### src/rtl/cv32e40p_apu_core_pkg.sv
// Shared constants and types for the APU responder: opcodes, flag bit positions,
// FSM state encoding and the single restoring-division step.
package cv32e40p_apu_core_pkg;

  localparam int unsigned APU_RESP_OP_ADD  = 0;
  localparam int unsigned APU_RESP_OP_SUB  = 1;
  localparam int unsigned APU_RESP_OP_MAC  = 2;
  localparam int unsigned APU_RESP_OP_DIVU = 3;
  localparam int unsigned APU_RESP_OP_REMU = 4;

  localparam int unsigned APU_FLAG_DZ  = 0;
  localparam int unsigned APU_FLAG_ILL = 1;
  localparam int unsigned APU_FLAG_OVF = 2;

  typedef enum logic [1:0] {
    ST_IDLE = 2'd0,
    ST_CALC = 2'd1,
    ST_RESP = 2'd2
  } apu_resp_state_e;

  typedef struct packed {
    logic [31:0] rem;
    logic [31:0] quo;
  } div_pair_t;

  // One radix-2 restoring step: the dividend shifts out of quo's MSB while the
  // new quotient bit shifts into its LSB.
  function automatic div_pair_t div_step(input logic [31:0] rem,
                                         input logic [31:0] quo,
                                         input logic [31:0] div);
    logic [32:0] partial;
    logic [32:0] diff;
    div_pair_t   res;
    partial = {rem, quo[31]};
    diff    = partial - {1'b0, div};
    if (!diff[32]) begin
      res.rem = diff[31:0];
      res.quo = {quo[30:0], 1'b1};
    end else begin
      res.rem = partial[31:0];
      res.quo = {quo[30:0], 1'b0};
    end
    return res;
  endfunction

endpackage

### src/rtl/cv32e40p_apu_responder_if.sv
// Request/response bus between the core (master) and the APU responder (slave).
interface cv32e40p_apu_responder_if #(
  parameter int APU_NARGS_CPU    = 3,
  parameter int APU_WOP_CPU      = 6,
  parameter int APU_NUSFLAGS_CPU = 5
);

  logic                                apu_req_i;
  logic                                apu_gnt_o;
  logic [APU_NARGS_CPU-1:0][31:0]      apu_operands_i;
  logic [APU_WOP_CPU-1:0]              apu_op_i;
  logic                                apu_rvalid_o;
  logic [31:0]                         apu_result_o;
  logic [APU_NUSFLAGS_CPU-1:0]         apu_flags_o;
  logic                                apu_busy_o;

  modport master (
    output apu_req_i, apu_operands_i, apu_op_i,
    input  apu_gnt_o, apu_rvalid_o, apu_result_o, apu_flags_o, apu_busy_o
  );

  modport slave (
    input  apu_req_i, apu_operands_i, apu_op_i,
    output apu_gnt_o, apu_rvalid_o, apu_result_o, apu_flags_o, apu_busy_o
  );

endinterface

### src/rtl/cv32e40p_apu_resp_div.sv
// Serial unsigned divider: the first quotient bit is resolved on the start edge,
// the remaining 31 on the following edges; done pulses once the result is final.
module cv32e40p_apu_resp_div
  import cv32e40p_apu_core_pkg::*;
(
  input  logic        clk,
  input  logic        rst,
  input  logic        start,
  input  logic [31:0] a,
  input  logic [31:0] b,
  output logic [31:0] quotient,
  output logic [31:0] remainder,
  output logic        done
);

  logic [31:0] rem_q;
  logic [31:0] quo_q;
  logic [31:0] div_q;
  logic [4:0]  cnt_q;
  logic        active_q;
  logic        done_q;
  div_pair_t   first_step;
  div_pair_t   next_step;

  assign first_step = div_step(32'd0, a, b);
  assign next_step  = div_step(rem_q, quo_q, div_q);

  // NOTE: sequential state uses non-blocking assignments only, so every
  // register samples the values from before the edge regardless of statement order.
  always_ff @(posedge clk) begin
    if (rst) begin
      rem_q    <= '0;
      quo_q    <= '0;
      div_q    <= '0;
      cnt_q    <= '0;
      active_q <= 1'b0;
      done_q   <= 1'b0;
    end else begin
      done_q <= 1'b0;
      if (start) begin
        rem_q    <= first_step.rem;
        quo_q    <= first_step.quo;
        div_q    <= b;
        cnt_q    <= 5'd31;
        active_q <= 1'b1;
      end else if (active_q) begin
        rem_q <= next_step.rem;
        quo_q <= next_step.quo;
        cnt_q <= cnt_q - 5'd1;
        if (cnt_q == 5'd1) begin
          active_q <= 1'b0;
          done_q   <= 1'b1;
        end
      end
    end
  end

  assign quotient  = quo_q;
  assign remainder = rem_q;
  assign done      = done_q;

endmodule

### src/rtl/cv32e40p_apu_responder.sv
// APU responder: accepts one ADD/SUB/MAC/DIVU/REMU request at a time from the
// core and returns a registered single-cycle result pulse.
module cv32e40p_apu_responder
  import cv32e40p_apu_core_pkg::*;
#(
  parameter int APU_NARGS_CPU    = 3,
  parameter int APU_WOP_CPU      = 6,
  parameter int APU_NUSFLAGS_CPU = 5
) (
  input logic                      clk,
  input logic                      rst,
  cv32e40p_apu_responder_if.slave  bus
);

  localparam logic [APU_WOP_CPU-1:0] OP_ADD  = APU_WOP_CPU'(APU_RESP_OP_ADD);
  localparam logic [APU_WOP_CPU-1:0] OP_SUB  = APU_WOP_CPU'(APU_RESP_OP_SUB);
  localparam logic [APU_WOP_CPU-1:0] OP_MAC  = APU_WOP_CPU'(APU_RESP_OP_MAC);
  localparam logic [APU_WOP_CPU-1:0] OP_DIVU = APU_WOP_CPU'(APU_RESP_OP_DIVU);
  localparam logic [APU_WOP_CPU-1:0] OP_REMU = APU_WOP_CPU'(APU_RESP_OP_REMU);

  apu_resp_state_e              state_q;
  logic [APU_WOP_CPU-1:0]       op_q;
  logic [31:0]                  a_q;
  logic [31:0]                  b_q;
  logic [31:0]                  c_q;
  logic [31:0]                  prod_q;
  logic                         mac_phase_q;
  logic                         rvalid_q;
  logic [31:0]                  result_q;
  logic [APU_NUSFLAGS_CPU-1:0]  flags_q;

  logic                         gnt;
  logic                         in_is_div;
  logic                         div_start;
  logic                         op_is_mac;
  logic                         op_is_long_div;
  logic [31:0]                  div_quotient;
  logic [31:0]                  div_remainder;
  logic                         div_done;
  logic [31:0]                  sum;
  logic [31:0]                  diff;
  logic [31:0]                  calc_result;
  logic [APU_NUSFLAGS_CPU-1:0]  calc_flags;

  assign gnt = bus.apu_req_i & (state_q == ST_IDLE) & ~rst;

  // The divider is launched on the accept edge straight from the bus so that
  // its 32 steps line up exactly with the CALC cycles.
  assign in_is_div = (bus.apu_op_i == OP_DIVU) | (bus.apu_op_i == OP_REMU);
  assign div_start = gnt & in_is_div & (bus.apu_operands_i[1] != 32'd0);

  assign op_is_mac      = (op_q == OP_MAC);
  assign op_is_long_div = ((op_q == OP_DIVU) | (op_q == OP_REMU)) & (b_q != 32'd0);

  cv32e40p_apu_resp_div u_div (
    .clk       (clk),
    .rst       (rst),
    .start     (div_start),
    .a         (bus.apu_operands_i[0]),
    .b         (bus.apu_operands_i[1]),
    .quotient  (div_quotient),
    .remainder (div_remainder),
    .done      (div_done)
  );

  assign sum  = a_q + b_q;
  assign diff = a_q - b_q;

  // NOTE: both outputs get a default before the case so no path leaves them
  // unassigned, which would otherwise infer a latch.
  always_comb begin
    calc_result = 32'd0;
    calc_flags  = '0;
    unique case (op_q)
      OP_ADD: begin
        calc_result              = sum;
        calc_flags[APU_FLAG_OVF] = (a_q[31] == b_q[31]) & (sum[31] != a_q[31]);
      end
      OP_SUB: begin
        calc_result              = diff;
        calc_flags[APU_FLAG_OVF] = (a_q[31] != b_q[31]) & (diff[31] != a_q[31]);
      end
      OP_MAC: calc_result = prod_q + c_q;
      OP_DIVU: begin
        calc_result             = (b_q == 32'd0) ? 32'hFFFF_FFFF : div_quotient;
        calc_flags[APU_FLAG_DZ] = (b_q == 32'd0);
      end
      OP_REMU: begin
        calc_result             = (b_q == 32'd0) ? a_q : div_remainder;
        calc_flags[APU_FLAG_DZ] = (b_q == 32'd0);
      end
      default: calc_flags[APU_FLAG_ILL] = 1'b1;
    endcase
  end

  always_ff @(posedge clk) begin
    if (rst) begin
      state_q     <= ST_IDLE;
      op_q        <= '0;
      a_q         <= '0;
      b_q         <= '0;
      c_q         <= '0;
      prod_q      <= '0;
      mac_phase_q <= 1'b0;
      rvalid_q    <= 1'b0;
      result_q    <= '0;
      flags_q     <= '0;
    end else begin
      rvalid_q <= 1'b0;
      unique case (state_q)
        ST_IDLE: begin
          if (gnt) begin
            op_q        <= bus.apu_op_i;
            a_q         <= bus.apu_operands_i[0];
            b_q         <= bus.apu_operands_i[1];
            c_q         <= bus.apu_operands_i[2];
            mac_phase_q <= 1'b0;
            state_q     <= ST_CALC;
          end
        end
        ST_CALC: begin
          if (op_is_mac && !mac_phase_q) begin
            prod_q      <= a_q * b_q;
            mac_phase_q <= 1'b1;
          end else if (!op_is_long_div || div_done) begin
            result_q <= calc_result;
            flags_q  <= calc_flags;
            rvalid_q <= 1'b1;
            state_q  <= ST_RESP;
          end
        end
        ST_RESP: state_q <= ST_IDLE;
        default: state_q <= ST_IDLE;
      endcase
    end
  end

  assign bus.apu_gnt_o    = gnt;
  assign bus.apu_rvalid_o = rvalid_q;
  assign bus.apu_result_o = result_q;
  assign bus.apu_flags_o  = flags_q;
  assign bus.apu_busy_o   = (state_q != ST_IDLE);

endmodule

### src/flat_wrapper.sv
// flat-port wrapper written by rule: the top's interface ports become plain ports
module cv32e40p_apu_responder_flat import cv32e40p_apu_core_pkg::*;
#(
  parameter int APU_NARGS_CPU    = 3,
  parameter int APU_WOP_CPU      = 6,
  parameter int APU_NUSFLAGS_CPU = 5
)
  (clk, rst, bus_apu_req_i, bus_apu_operands_i, bus_apu_op_i, bus_apu_gnt_o, bus_apu_rvalid_o, bus_apu_result_o, bus_apu_flags_o, bus_apu_busy_o);
  cv32e40p_apu_responder_if #(.APU_NARGS_CPU(APU_NARGS_CPU), .APU_WOP_CPU(APU_WOP_CPU), .APU_NUSFLAGS_CPU(APU_NUSFLAGS_CPU)) bus_i ();
  input logic clk;
  input logic rst;
  input wire logic [$bits(bus_i.apu_req_i)-1:0] bus_apu_req_i;
  input wire logic [$bits(bus_i.apu_operands_i)-1:0] bus_apu_operands_i;
  input wire logic [$bits(bus_i.apu_op_i)-1:0] bus_apu_op_i;
  output wire logic [$bits(bus_i.apu_gnt_o)-1:0] bus_apu_gnt_o;
  output wire logic [$bits(bus_i.apu_rvalid_o)-1:0] bus_apu_rvalid_o;
  output wire logic [$bits(bus_i.apu_result_o)-1:0] bus_apu_result_o;
  output wire logic [$bits(bus_i.apu_flags_o)-1:0] bus_apu_flags_o;
  output wire logic [$bits(bus_i.apu_busy_o)-1:0] bus_apu_busy_o;
  assign bus_i.apu_req_i = bus_apu_req_i;
  assign bus_i.apu_operands_i = bus_apu_operands_i;
  assign bus_i.apu_op_i = bus_apu_op_i;
  assign bus_apu_gnt_o = bus_i.apu_gnt_o;
  assign bus_apu_rvalid_o = bus_i.apu_rvalid_o;
  assign bus_apu_result_o = bus_i.apu_result_o;
  assign bus_apu_flags_o = bus_i.apu_flags_o;
  assign bus_apu_busy_o = bus_i.apu_busy_o;
  cv32e40p_apu_responder #(.APU_NARGS_CPU(APU_NARGS_CPU), .APU_WOP_CPU(APU_WOP_CPU), .APU_NUSFLAGS_CPU(APU_NUSFLAGS_CPU)) u_core (.clk(clk), .rst(rst), .bus(bus_i));
endmodule
### config.mk
export PLATFORM = sky130hd
export DESIGN_NAME = cv32e40p_apu_responder_flat
export DESIGN_NICKNAME = d
export VERILOG_FILES = /design/src/rtl/cv32e40p_apu_core_pkg.sv /design/src/rtl/cv32e40p_apu_responder_if.sv /design/src/rtl/cv32e40p_apu_resp_div.sv /design/src/rtl/cv32e40p_apu_responder.sv /design/src/flat_wrapper.sv
export SDC_FILE = /design/constraint.sdc
export NUM_CORES = 2
export LEC_CHECK = 0
export BUFFER_PORTS_ARGS = -buffer_cell sky130_fd_sc_hd__buf_2
export CORE_MARGIN = 3
export CORE_UTILIZATION = 50
export DETAILED_ROUTE_END_ITERATION = 12
export PLACE_DENSITY = 0.72
export SYNTH_ARGS = -nofsm -noshare
export SYNTH_HDL_FRONTEND = slang
export SYNTH_SLANG_ARGS = --single-unit
### constraint.sdc
create_clock -name clk -period 7.8 [get_ports clk]
set_input_delay 0.78 -clock clk [delete_from_list [all_inputs] [get_ports clk]]
set_output_delay 0.78 -clock clk [all_outputs]
set_load 0.02 [all_outputs]
==> metrics.log <==
INFO  metric layout_commonest_cell = nand2_1
INFO  metric critical_path_cell_count = 25
INFO  metric critPathKind = register to register
INFO  metric die-area = 70,900 µm²
INFO  metric cellPowerDensity = about 140 nW/µm²
INFO  metric hpwlAfterDp = ~92 mm
INFO  metric critical-path-slowest-cell = dfxtp_1
INFO  metric hold_buffer_count_at_cts = 0
INFO  metric setup_viol = 0
INFO  metric timing.clock.skew = 0.0259 ns
INFO  metric syn_to_final_growth = 8.26%
INFO  metric routed_wire_length_per_instance = roughly 23 µm
INFO  metric synth-edff-count = 0
INFO  metric syn-cell-area = 33,900 µm²
INFO  metric reg2regPathDepth = 25
INFO  metric ys_dominant_reg_cell = dfxtp_1
INFO  metric synth.avg_cell_area = between 8 and 9 µm²
INFO  metric most-common-layout-cells = nand2_1, inv_1, fa_1
INFO  metric core = 66,500 µm²
INFO  metric detail_route.wirelength = around 120 mm
INFO  metric die_w = 266 µm
INFO  metric fill_cells = roughly 6,000
INFO  metric synth_mux_area_share = 1.78%
INFO  metric synth_async_sr_flop_share = 0%
INFO  metric post_place_worst_slack = approximately 0.49 ns
INFO  metric fin_tns_setup = 0 ns
INFO  metric number_of_antenna_violations_at_the_first_check_in_global_routing = 4
INFO  metric final_core_utilization = 55.2%
INFO  metric cp_top_family = adder cells
INFO  metric leakagePower = roughly 16 nW
INFO  metric first_pass_iters = 5
INFO  metric global_route_wire_length_before_repair = 179 mm
INFO  metric tightest_slew = approximately 1.2 ns
INFO  metric start_util = a little over 50%
INFO  metric worst_setup_hold_path_clk_slew = about 0.060 ns
INFO  metric cts-htree-levels = 1
INFO  metric final_hold_viol_count = 0
INFO  metric final_max_slew_viol_count = 0
INFO  metric period_share = 95.3%
INFO  metric port-buffer-count = around 140
INFO  metric cts_buffer_depth = 3
INFO  metric yosys_register_bits = approximately 280
INFO  metric post_layout_nonfiller_instances = ~5,000
INFO  metric setup_repair_after_global_routing_missed_its_margin = no
INFO  metric end_kind = register
INFO  metric rows = 94
INFO  metric yosys-top-cells-area = fa_1, dfxtp_1, ha_1
INFO  metric globalRoute.totalOverflow = 0
INFO  metric postSynthCellCount = 4,194
INFO  metric synth-adder-area-share = 33.7%
INFO  metric relSlewSlack = about a fifth
INFO  metric grt_max_degree = between 80 and 90
INFO  metric grt_use_total = 32.9%
INFO  metric crit_path_max_fanout = 19
INFO  metric drv.max_cap_violation_count = 0
INFO  metric worstSkewPairLatency = around 0.63 ns
INFO  metric synth_warnings = 0
INFO  metric netlist-cell-type-count = 94
INFO  metric critical_path.startpoint_type = register
INFO  metric ant_nets = 0
INFO  metric worst_ep_arrival_time = between 7 and 8 ns
INFO  metric final.min_clock_period = between 7 and 8 ns
INFO  metric clock-root-buffer = clkbuf_16
INFO  metric dominant_combinational_cell_family_by_area_after_synthesis = adder cells
INFO  metric post-cts-setup-buffers = 0
INFO  metric tritoncts.num_buffers = 31
INFO  metric worst-path-buf-inv = 5
INFO  metric synth.yosys.seq_area_share = 16.3%
INFO  metric result_of_the_run = finished clean
INFO  metric drt_first_iter_violations = between 2,000 and 3,000
INFO  metric clock-sinks = 276
INFO  metric drive_gt1_share = 8.40%
INFO  metric vertical_extent_of_the_die = 266 µm
INFO  metric worst_hold_path.num_cells = 3
INFO  metric ctsResizeCount = 0
INFO  metric critical-path-max-stage-delay = 0.97 ns
INFO  metric detail_route.vias_per_cell = ~6.0
INFO  metric gpl_wtd_cong = 1.02
INFO  metric min_path_type = primary input to register
INFO  metric critPathRequiredTime = 8.33 ns
INFO  metric synthesized_area_fraction_occupied_by_and_or_nand_nor_cells = 18.9%
INFO  metric ir_drop = roughly 0.00018 V
INFO  metric antenna-diode-count = 0
INFO  metric hold_slack = 0.406 ns
INFO  metric layout.nets = 4,993
INFO  metric number_of_global_route_vias_before_repair = 30,193
INFO  metric routed-via-count = 30,608
INFO  metric netlist.top_cell.by_area = fa_1
INFO  metric timing.final.ws_setup = 0.367 ns
INFO  metric synth_compound_gate_area_share = 16.4%
INFO  metric remaining_drc_errors = 0
INFO  metric maxClockFrequency = approximately 130 MHz
INFO  metric num_io_pins = around 150
INFO  metric synth_top_area_share = 24.3%
INFO  metric crit_top_cell = fa_1
INFO  metric synthXorXnorAreaFrac = ~4.3%
INFO  metric tritoncts = built
INFO  metric dp.cells = 5,055
==> registers in the layout, indices dropped and copies added (netlist names) <==
signal                   cells
u_core.u_div.quotient       32
u_core.bus.apu_rvalid_o      1
u_core.u_div.remainder      32
u_core.c_q                  32
u_core.prod_q               32
u_core.b_q                  32
u_core.bus.apu_result_o     32
u_core.mac_phase_q           1
u_core.u_div.cnt_q           5
u_core.u_div.active_q        1
u_core.bus.apu_flags_o       3
u_core.state_q               2
u_core.a_q                  32
u_core.op_q                  6
u_core.u_div.div_q          32
u_core.u_div.done            1
==> power by group <==
group          total [mW]  switching [mW]  internal [mW]
sequential           1.60           0.139           1.46
combinational        1.89            1.20          0.690
clock                1.64           0.679          0.959
total                5.13            2.01           3.11
==> Yosys cell counts (30+ instances only) <==
master,number
nand3_1,40
nand2_1,666
nor2_1,191
a31oi_1,35
xor2_1,41
inv_1,514
nor3_1,50
a21oi_1,387
mux2i_1,57
a221oi_1,30
ha_1,252
and2_1,273
o21ai_0,131
a21o_1,47
fa_1,412
a211oi_1,56
clkbuf_1,220
dfxtp_1,276
xnor2_1,125
==> through the flow <==
stage                     total power [mW]  instance area (µm²)
final                                 5.13                36700
after detailed placement              3.47                35600
after global routing                  5.35                36700
after floorplan                       2.79                33900
after global placement                3.46                35600
after CTS                             5.09                36700
==> tightest hold or removal path, cell delays in order <==
cell     delay, ns
buf_2         0.10
nand2_1       0.04
a21oi_1       0.05
==> metal layers <==
layer,wire length (µm),track usage (%),vias to the layer above
met2,50200,49.8,1633
met1,47900,44.7,14823
li1,-,-,13811
met4,7060,16.2,0
met5,0,0,-
met3,12700,6.96,341
==> layout make-up <==
| class | count | area, µm² | share of cell area [%] |
|---|---|---|---|
| clock buffer | 44 | 925 | 2.52 |
| timing repair buffer | 251 | 1560 | 4.26 |
| inverter | 515 | 1930 | 5.27 |
| multi-input combinational | 3149 | 25500 | 69.4 |
| sequential | 276 | 5530 | 15.1 |
| clock inverter | 14 | 195 | 0.532 |
| tap | 864 | 1080 | 2.95 |
==> final timing paths <==
path / startpoint / end / slack (ns)
setup / recovery: u_core.a_q[7] / u_core.prod_q[24] / 0.37
hold / removal: bus_apu_operands_i[94] / u_core.c_q[30] / 0.41
setup reg to reg: u_core.a_q[7] / u_core.prod_q[24] / 0.37
hold reg to reg: u_core.bus.apu_result_o[11] / u_core.bus.apu_result_o[11] / 0.46
==> cell families (layout without fill, tap and decap cells) <==
kind of cell	after synthesis	count (layout)
compound gates	892	892
xor+xnor	166	166
fa+ha+maj	664	664
buf+inv	770	824
flops	276	276
mux	60	60
other cells	1	2
simple gates	1365	1365
Note: power is estimated with default switching activity, not from simulation.
